[src/rtl/airlock_pkg.sv]
// airlock_pkg: shared state encoding, motor direction constants and door helpers
package airlock_pkg;

    typedef enum logic [1:0] {
        ST_IDLE,
        ST_OPENING,
        ST_HOLD,
        ST_CLOSING
    } state_t;

    localparam logic MOTOR_OPEN  = 1'b1;
    localparam logic MOTOR_CLOSE = 1'b0;
    localparam int   TIMER_W     = 8;

    function automatic logic [1:0] door_mask(input logic idx);
        return idx ? 2'b10 : 2'b01;
    endfunction

endpackage

[src/rtl/airlock_sequencer_rr_arb2.sv]
// rr_arb2: two-way round-robin arbiter; on a tie the door not last granted wins
module rr_arb2 (
    input  logic [1:0] pend,
    input  logic       last_grant,
    output logic       grant_valid,
    output logic       grant_idx
);

    always_comb begin
        grant_valid = |pend;
        grant_idx   = (&pend) ? ~last_grant : pend[1];
    end

endmodule

[src/rtl/airlock_sequencer.sv]
// airlock_sequencer: serves two interlocked doors with one shared motor,
// one door at a time, through open / hold / close phases.
module airlock_sequencer
    import airlock_pkg::*;
#(
    parameter int TRAVEL_CYCLES = 10,
    parameter int HOLD_CYCLES   = 10
) (
    input  logic       clk,
    input  logic       rst,
    input  logic [1:0] req,
    input  logic [1:0] obstacle,
    output logic       motor_en,
    output logic       motor_dir,
    output logic       motor_sel,
    output logic [1:0] door_open,
    output logic [1:0] door_closed,
    output logic       busy
);

    localparam logic [TIMER_W-1:0] TRAVEL_LAST = TIMER_W'(TRAVEL_CYCLES - 1);
    localparam logic [TIMER_W-1:0] HOLD_LAST   = TIMER_W'(HOLD_CYCLES - 1);

    state_t              state_q, state_d;
    logic                sel_q, sel_d;
    logic                last_grant_q, last_grant_d;
    logic [1:0]          pend_q, pend_d;
    logic [TIMER_W-1:0]  timer_q, timer_d;
    logic [1:0]          sel_mask, req_eff, pend_eff;
    logic                grant_valid, grant_idx;

    // A request for the door already being held open only extends the hold.
    always_comb begin
        sel_mask = door_mask(sel_q);
        req_eff  = (state_q == ST_HOLD) ? (req & ~sel_mask) : req;
        pend_eff = pend_q | req_eff;
    end

    rr_arb2 u_arb (
        .pend       (pend_eff),
        .last_grant (last_grant_q),
        .grant_valid(grant_valid),
        .grant_idx  (grant_idx)
    );

    always_comb begin
        state_d      = state_q;
        sel_d        = sel_q;
        last_grant_d = last_grant_q;
        pend_d       = pend_eff;
        timer_d      = timer_q + 1'b1;
        case (state_q)
            ST_IDLE: begin
                timer_d = '0;
                if (grant_valid) begin
                    state_d      = ST_OPENING;
                    sel_d        = grant_idx;
                    last_grant_d = grant_idx;
                    pend_d       = pend_eff & ~door_mask(grant_idx);
                end
            end
            ST_OPENING: begin
                if (timer_q == TRAVEL_LAST) begin
                    state_d = ST_HOLD;
                    timer_d = '0;
                end
            end
            ST_HOLD: begin
                if (req[sel_q] || timer_q == HOLD_LAST) begin
                    state_d = req[sel_q] ? ST_HOLD : ST_CLOSING;
                    timer_d = '0;
                end
            end
            ST_CLOSING: begin
                // An obstacle wins over expiry and forces a full re-open.
                if (obstacle[sel_q] || timer_q == TRAVEL_LAST) begin
                    state_d = obstacle[sel_q] ? ST_OPENING : ST_IDLE;
                    timer_d = '0;
                end
            end
            default: begin
                state_d = ST_IDLE;
                timer_d = '0;
            end
        endcase
    end

    always_ff @(posedge clk) begin
        if (rst) begin
            state_q      <= ST_IDLE;
            sel_q        <= 1'b0;
            last_grant_q <= 1'b1;
            pend_q       <= 2'b00;
            timer_q      <= '0;
        end else begin
            state_q      <= state_d;
            sel_q        <= sel_d;
            last_grant_q <= last_grant_d;
            pend_q       <= pend_d;
            timer_q      <= timer_d;
        end
    end

    always_comb begin
        busy        = state_q != ST_IDLE;
        motor_en    = state_q == ST_OPENING || state_q == ST_CLOSING;
        motor_dir   = state_q == ST_OPENING ? MOTOR_OPEN : MOTOR_CLOSE;
        motor_sel   = sel_q;
        door_open   = state_q == ST_HOLD ? sel_mask : 2'b00;
        door_closed = state_q == ST_IDLE ? 2'b11 : ~sel_mask;
    end

endmodule

[config.mk]
export PLATFORM = sky130hd
export DESIGN_NAME = airlock_sequencer
export DESIGN_NICKNAME = d
export VERILOG_FILES = /design/src/rtl/airlock_pkg.sv /design/src/rtl/airlock_sequencer_rr_arb2.sv /design/src/rtl/airlock_sequencer.sv
export SDC_FILE = /design/constraint.sdc
export NUM_CORES = 1
export LEC_CHECK = 0
export CORE_UTILIZATION = 50
export CTS_BUF_LIST = sky130_fd_sc_hd__clkbuf_16
export CTS_CLUSTER_SIZE = 28
export DETAILED_ROUTE_END_ITERATION = 6
export PLACE_DENSITY = 0.77
export SLEW_MARGIN = 20
export SYNTH_ARGS = -nofsm -noshare
export SYNTH_HDL_FRONTEND = slang
export SYNTH_SLANG_ARGS = --single-unit
[constraint.sdc]
create_clock -name clk -period 2.05 [get_ports clk]
set_clock_uncertainty 0.1 [all_clocks]
set_input_delay 0.205 -clock clk [delete_from_list [all_inputs] [get_ports clk]]
set_output_delay 0.205 -clock clk [all_outputs]
set_load 0.1 [all_outputs]
==> qor.txt, run 1 <==
Simple logic cell fraction of the synthesized area = 19.74%
Critical Path Fanout Max = 4
Pin count of the biggest net entering global routing = 9
Layout Cells excl Fill = 121
Synth Area in XOR/XNOR = 6.742%
Yosys reg bits = 14
Slew of the pin with the lowest slew margin = 0.2986 ns
Inserted Diodes = 0
Synth Area in Adders = 11.24%
Antenna viol nets, final = 0
Cell count after synthesis = 89
Warning count from the yosys run = 0
Internal Dissipation = 0.9790 mW
DRC = 0
Final nets = 120
Core area = 1383 um2
Site Rows = 13
P&R area growth vs syn = 38.68%
Max-cap violations = 0
Postcts setup bufs = 0
Post-DP HPWL = 1.184 mm
Clk buf depth = 2
H-tree lvl count = 1
CTS tree = yes
DR vias = 658
Slowest CP cell = or3b_1
Synth Area per Inst = 8.758 um2
Most frequent cells in the layout = dfxtp_1 (13), nor2_1 (11), nand2_1 (8)
Power Dens Cells = 1716 nW/um2
Final setup vio count = 0
P_leak = 0.4380 nW
Final hold violations = 0
First-pass GRT wire length = 2.656 mm
CTS clk-pin slew, worst paths = 0.04 ns
Vias in the first global route = 636
Psw = 0.8763 mW
CP bufs+invs = 1
Most common cell after layout, fill and taps aside = dfxtp_1
Detail-routed via count per cell = 5.438
First drt pass iteration count = 4
Mapped Nets = 102
Fillcell total = 90
Total routed wirelength = 1.556 mm
Peak supply drop = 1344 uV
Slew Limit Headroom = 80.09%
Layout cells sized above 1 = 19.81%
Layout Utilization = 78.19%
Clk root buf = clkbuf_16
Comb power frac = 60.3%
WP data arrival = 1.95 ns
Buffers added on ports = 13
Inserted Clock Buffers = 3
Initial antenna violation count = 0
Hold buffer count at CTS = 0
Data required, critical path = 2.07 ns
Cell variety after synth = 27
Final Cell Area = 1081 um2
Sequential fraction of design power = 20.0%
Critical path endpoint category = register
Initial Util = 56.38%
Clock sink total = 14
Period utilization = 94.38%
Ports = 14
Mapped Area = 779.5 um2
Fin crit period = 1.935 ns
Clock power share = 19.7%
CP cell instances = inv_1, ha_1, or3b_1, or3_1, o2111a_2, mux2i_1
CP Class = reg -> reg
Worst hold path class = reg -> reg
RSZ-0062 raised after global routing = false
Max frequency = 0.5169 GHz
Clock latency on the worst-skew pair = 0.24 ns
Final Max Tran Viols = 0
Die width = 41.49 um
# resized after CTS = 0
Gp weighted congestion = 0.8164
Switching Fraction = 47.23%
Delay-heaviest family, CP = simple AND/OR/NAND/NOR gates
Largest family of logic cells by synthesized area = simple AND/OR/NAND/NOR gates
Die Ht = 41.49 um
Critical Path Max Stage Delay = 0.38 ns
Multi-input gate area = 462.9 um2
GR Util All Layers = 20.27%
Placed Cells = 117
Placed Area = 1002 um2
Compound-Gate Fraction of Synth Area = 15.89%
Total power = 1.855 mW
Die ar. = 1721 um2
Worst setup SP type = register
Status = complete, no violations
Mux share of post-synthesis cell area = 5.136%
Detailed Route Iter0 Violations = 3
Wire per inst = 12.86 um
Post-route setup TNS = 0 ns
Overflow after GRT = 0
Register area = 281.5 um2
Sequential area share after synthesis = 35.96%
[per-stage QoR]
step	setup slack [ns]	hold WS, ns
5_1_grt	0.02857	0.3821
6_report	0.1152	0.3743
2_1_floorplan	0.02006	0.1667
3_5_place_dp	0.1332	0.3622
4_1_cts	0.1248	0.3761
3_3_place_gp	0.1419	0.3550
[cell families (layout without fill, tap and decap cells)]
kind of cell,after synthesis,after routing
AOI/OAI and AO/OA,17,17
xor gates and xnor gates,6,6
adders and majority gates,7,7
buffers and inverters,9,26
DFF,14,14
muxes,4,4
and+or+nand+nor,32,32
[synthesized netlist by cell type (all sizes together)]
library cell,number,share of area (%)
nand3,2,1.3
xor2,2,2.2
nor2,11,5.3
and3,1,0.80
a21o,1,0.96
o2111a,1,1.6
or4,1,1.4
or3,1,0.80
mux2i,4,5.1
or3b,1,1.1
a21oi,5,3.2
nand2,9,4.3
a211o,2,2.2
o311ai,1,1.1
dfxtp,14,36
nor3,2,1.3
buf,1,1.4
o21ai,4,2.6
o2bb2ai,1,1.1
ha,7,11
o211ai,1,1.6
nand2b,1,0.80
a2111o,1,1.4
or2,2,1.6
inv,8,3.9
xnor2,4,4.5
nand3b,1,0.96
[sequential cells by signal, summed over array words and instances, names as in the netlist]
register,cells
motor_sel,1
timer_q,8
last_grant_q,1
pend_q,2
state_q,2
[layer usage]
metal	track usage [%]	share of wire (%)	routed length, um
met1	23.01	43	675
met2	33.75	50	780
met3	7.391	4.8	75
met4	9.032	1.6	25
met5	0	0	0
[layout make-up]
class	count	area share (%)
clock buffer	3	6.944
clock inverter	1	0.3472
inverter	8	3.125
multi-input combinational	66	42.82
sequential	14	26.04
tap	15	1.736
timing repair buffer	14	18.98
[power by group through the flow]
stage               Sequential, mW  Combinational (mW)  Clock [mW]
floorplan                    0.405               0.752           0
global route                 0.380                1.17       0.390
CTS                          0.373                1.12       0.370
detailed placement           0.377                1.12           0
finish                       0.372                1.12       0.365
global placement             0.374                1.11           0
[final timing paths]
check	start	end	slack, ns	cells after the start
min	timer_q[0]	timer_q[0]	0.37	1
max	state_q[0]	state_q[0]	0.12	6
max reg2reg	state_q[0]	state_q[0]	0.12	6
min reg2reg	timer_q[0]	timer_q[0]	0.37	1
[worst reg2reg max path: cells and delay by family (launching register included)]
| kind | cells | cell delay (ns) |
|---|---|---|
| AO/OA/AOI/OAI | 1 | 0.16 |
| adder cells (fa/ha/maj) | 1 | 0.27 |
| multiplexers | 1 | 0.11 |
| buffers and inverters | 1 | 0.11 |
| AND/OR/NAND/NOR | 2 | 0.72 |
| flip-flops | 1 | 0.33 |
(Power assumes the default switching activity.)
==> run 2: changes to the inputs <==
--- a/config.mk
+++ b/config.mk
@@ -5,6 +5,7 @@
 export SDC_FILE = /design/constraint.sdc
 export NUM_CORES = 1
 export LEC_CHECK = 0
+export CAP_MARGIN = 20
 export CORE_UTILIZATION = 50
 export CTS_BUF_LIST = sky130_fd_sc_hd__clkbuf_16
 export CTS_CLUSTER_SIZE = 28
==> results of run 2 <==
Final layout, timing and power as in run 1 (identical DEF).
==> run 3: changes to the inputs <==
--- a/config.mk
+++ b/config.mk
@@ -6,12 +6,13 @@
 export NUM_CORES = 1
 export LEC_CHECK = 0
 export CAP_MARGIN = 20
-export CORE_UTILIZATION = 50
+export CORE_UTILIZATION = 49
 export CTS_BUF_LIST = sky130_fd_sc_hd__clkbuf_16
 export CTS_CLUSTER_SIZE = 28
 export DETAILED_ROUTE_END_ITERATION = 6
-export PLACE_DENSITY = 0.77
-export SLEW_MARGIN = 20
+export PLACE_DENSITY = 0.75
+export SETUP_SLACK_MARGIN = 0.15
 export SYNTH_ARGS = -nofsm -noshare
 export SYNTH_HDL_FRONTEND = slang
+export SYNTH_HIERARCHICAL = 1
 export SYNTH_SLANG_ARGS = --single-unit
==> run 3 against run 2 <==
  * Design area increased by 3.1%
  * Critical endpoint unchanged
  * Utilization increased by 2.4 points
  * Synthesized cell count decreased by 4.5%
==> qor.txt, run 3 <==
Detail-routed via count per cell = 5.402 (was 5.438)
RSZ-0062 raised after global routing = false (unchanged)
Gp weighted congestion = 0.7421 (was 0.8164)
Max frequency = 0.5419 GHz (was 0.5169 GHz)
Slew Limit Headroom = 77.84% (was 80.09%)
Most frequent cells in the layout = nor2_1 (14), dfxtp_1 (11), buf_12 (7) (was dfxtp_1 (13), nor2_1 (11), nand2_1 (8))
DRT met1 WL = 657 um (was 675 um)
Highest Signal Layer = met4 (unchanged)
Die width = 41.53 um (was 41.49 um)
R2R Setup Slk = 0.20 ns (was 0.12 ns)
Total routed wirelength = 1.551 mm (was 1.556 mm)
Die ar. = 1725 um2 (was 1721 um2)
DRC = 0 (unchanged)
Top_reg_cell synth = dfxtp_1 (unchanged)
Most common cell after layout, fill and taps aside = nor2_1 (was dfxtp_1)
Synth top area cells = dfxtp_1 (37%), ha_1 (11%), nor2_1 (6.9%), xnor2_1 (4.6%), mux2i_1 (3.9%) (was dfxtp_1 (36%), ha_1 (11%), nor2_1 (5.3%), mux2i_1 (5.1%), xnor2_1 (4.5%))
Mapped Area = 765.7 um2 (was 779.5 um2)
Ys async rst share = 0% (unchanged)
CP Class = reg -> reg (unchanged)
Clock latency on the worst-skew pair = 0.24 ns (about the same)
Top reg by flops = timer_q (unchanged)
Critical Path Max Stage Delay = 0.33 ns (was 0.38 ns)
Synth Area per Inst = 9.009 um2 (was 8.758 um2)
Synth top area share = 36.60% (was 35.96%)
EDFF count, synth = 0 (unchanged)
CTS tree = yes (unchanged)
Sequential area share after synthesis = 36.60% (was 35.96%)
Largest regs = timer_q: 8 flops, pend_q: 2 flops, state_q: 2 flops (unchanged)
Clk buf depth = 2 (unchanged)
Site Rows = 13 (unchanged)
Critical Path Fanout Max = 3 (was 4)
Post-route setup TNS = 0 ns (unchanged)
Inserted Clock Buffers = 3 (unchanged)
Warning count from the yosys run = 6 (was 0)
Final nets = 116 (was 120)
GR Util All Layers = 20.24% (was 20.27%)
Cell variety after synth = 26 (was 27)
Status = complete, no violations (unchanged)
Pin count of the biggest net entering global routing = 10 (was 9)
Layout Utilization = 80.63% (was 78.19%)
CP cell instances = inv_2, ha_4, nand2_1, a21oi_2, inv_1, or2_4, a2bb2oi_4, mux2_4 (was inv_1, ha_1, or3b_1, or3_1, o2111a_2, mux2i_1)
Die Ht = 41.53 um (was 41.49 um)
Met2 wire length = 788 um (was 780 um)
CP bufs+invs = 2 (was 1)
Antenna viol nets, final = 0 (unchanged)
Fin crit period = 1.845 ns (was 1.935 ns)
Initial antenna violation count = 0 (unchanged)
Cell count after synthesis = 85 (was 89)
First-pass GRT wire length = 2.615 mm (was 2.656 mm)
Worst setup SP type = register (unchanged)
Worst hold path class = reg -> reg (unchanged)
CTS clk-pin slew, worst paths = 0.04 ns (about the same)
Final hold violations = 0 (unchanged)
Layout cells sized above 1 = 29.41% (was 19.81%)
P&R area growth vs syn = 45.59% (was 38.68%)
Post-DP HPWL = 1.146 mm (was 1.184 mm)
Clock sink total = 14 (unchanged)
Final Max Tran Viols = 0 (unchanged)
Max FFs per register = 8 (unchanged)
Metal3 WL = 62 um (was 75 um)
Max-cap violations = 0 (unchanged)
Yosys reg bits = 14 (unchanged)
DR vias = 632 (was 658)
H-tree lvl count = 1 (unchanged)
First drt pass iteration count = 4 (unchanged)
WP data arrival = 1.87 ns (was 1.95 ns)
Hold buffer count at CTS = 0 (unchanged)
Wire per inst = 13.26 um (was 12.86 um)
Data required, critical path = 2.08 ns (was 2.07 ns)
Post-synth top area cell = dfxtp_1 (unchanged)
Initial Util = 55.38% (was 56.38%)
Detailed Route Iter0 Violations = 7 (was 3)
Slew of the pin with the lowest slew margin = 0.3314 ns (was 0.2986 ns)
Critical path endpoint category = register (unchanged)
Final setup vio count = 0 (unchanged)
Slowest CP cell = dfxtp_2 (was or3b_1)
Ports = 14 (unchanged)
Top cells by count, synth = dfxtp_1 (14), nor2_1 (14), inv_1 (8), ha_1 (7), nand2_1 (5) (was dfxtp_1 (14), nor2_1 (11), nand2_1 (9), inv_1 (8), ha_1 (7))
Period utilization = 90.01% (was 94.38%)
Core area = 1383 um2 (unchanged)
Vias in the first global route = 591 (was 636)
Mapped Nets = 98 (was 102)
Inserted Diodes = 0 (unchanged)
Overflow after GRT = 0 (unchanged)
Delay-heaviest family, CP = compound AO/OA/AOI/OAI gates (was simple AND/OR/NAND/NOR gates)
Clk root buf = clkbuf_16 (unchanged)
Buffers added on ports = 13 (unchanged)
[run 3: area by class of cell]
| type | count | area, um2 |
|---|---|---|
| multi-input combinational | 61 | 484.2 |
| clock buffer | 3 | 75.07 |
| clock inverter | 1 | 3.754 |
| timing repair buffer | 15 | 212.7 |
| tap | 15 | 18.77 |
| sequential | 14 | 286.5 |
| inverter | 8 | 33.78 |
| fill | 97 | 267.8 |
[run 3: path summary, 6_finish.rpt]
check / start / endpoint / depth (start not counted)
hold reg to reg: last_grant_q / last_grant_q / 1
setup / recovery: state_q[0] / state_q[0] / 8
hold / removal: last_grant_q / last_grant_q / 1
setup reg to reg: state_q[0] / state_q[0] / 8
[run 3: stage by stage]
stage,instances,hold slack (ns),setup slack [ns],instance area (um2)
floorplan,85,0.3196,0.08199,800.8
global placement,112,0.3491,0.1536,1008
detailed placement,112,0.3544,0.1169,1008
CTS,117,0.3672,0.1547,1097
global route,117,0.3812,0.1513,1115
finish,117,0.3661,0.2048,1115
[run 3: cell families (layout without fill, tap and decap cells)]
| group | after synthesis | count (layout) | share of synthesized area, % |
|---|---|---|---|
| fa+ha+maj | 7 | 7 | 11.44 |
| compound gates | 8 | 8 | 9.968 |
| flops | 14 | 14 | 36.60 |
| buf+inv | 10 | 27 | 6.045 |
| xor+xnor | 6 | 6 | 6.863 |
| mux | 5 | 5 | 7.352 |
| simple gates | 35 | 35 | 21.73 |
[run 3: routing by layer]
layer / GRT usage [%] / up-vias
li1: - / 316
met1: 23.98 / 296
met2: 31.87 / 14
met3: 6.957 / 6
met4: 10.97 / 0
met5: 0 / -
[run 3: timing repair]
| item | CTS | global route |
|---|---|---|
| setup buffers | 1 | 0 |
| pin swaps | 1 | 2 |
| setup endpoints to repair | 2 | 3 |
| gates resized for setup | 1 | 5 |
Power of run 3 is left out: the tool's default activity adds up to more than one toggle a clock period on the data nets, which glitch-free logic cannot reach.
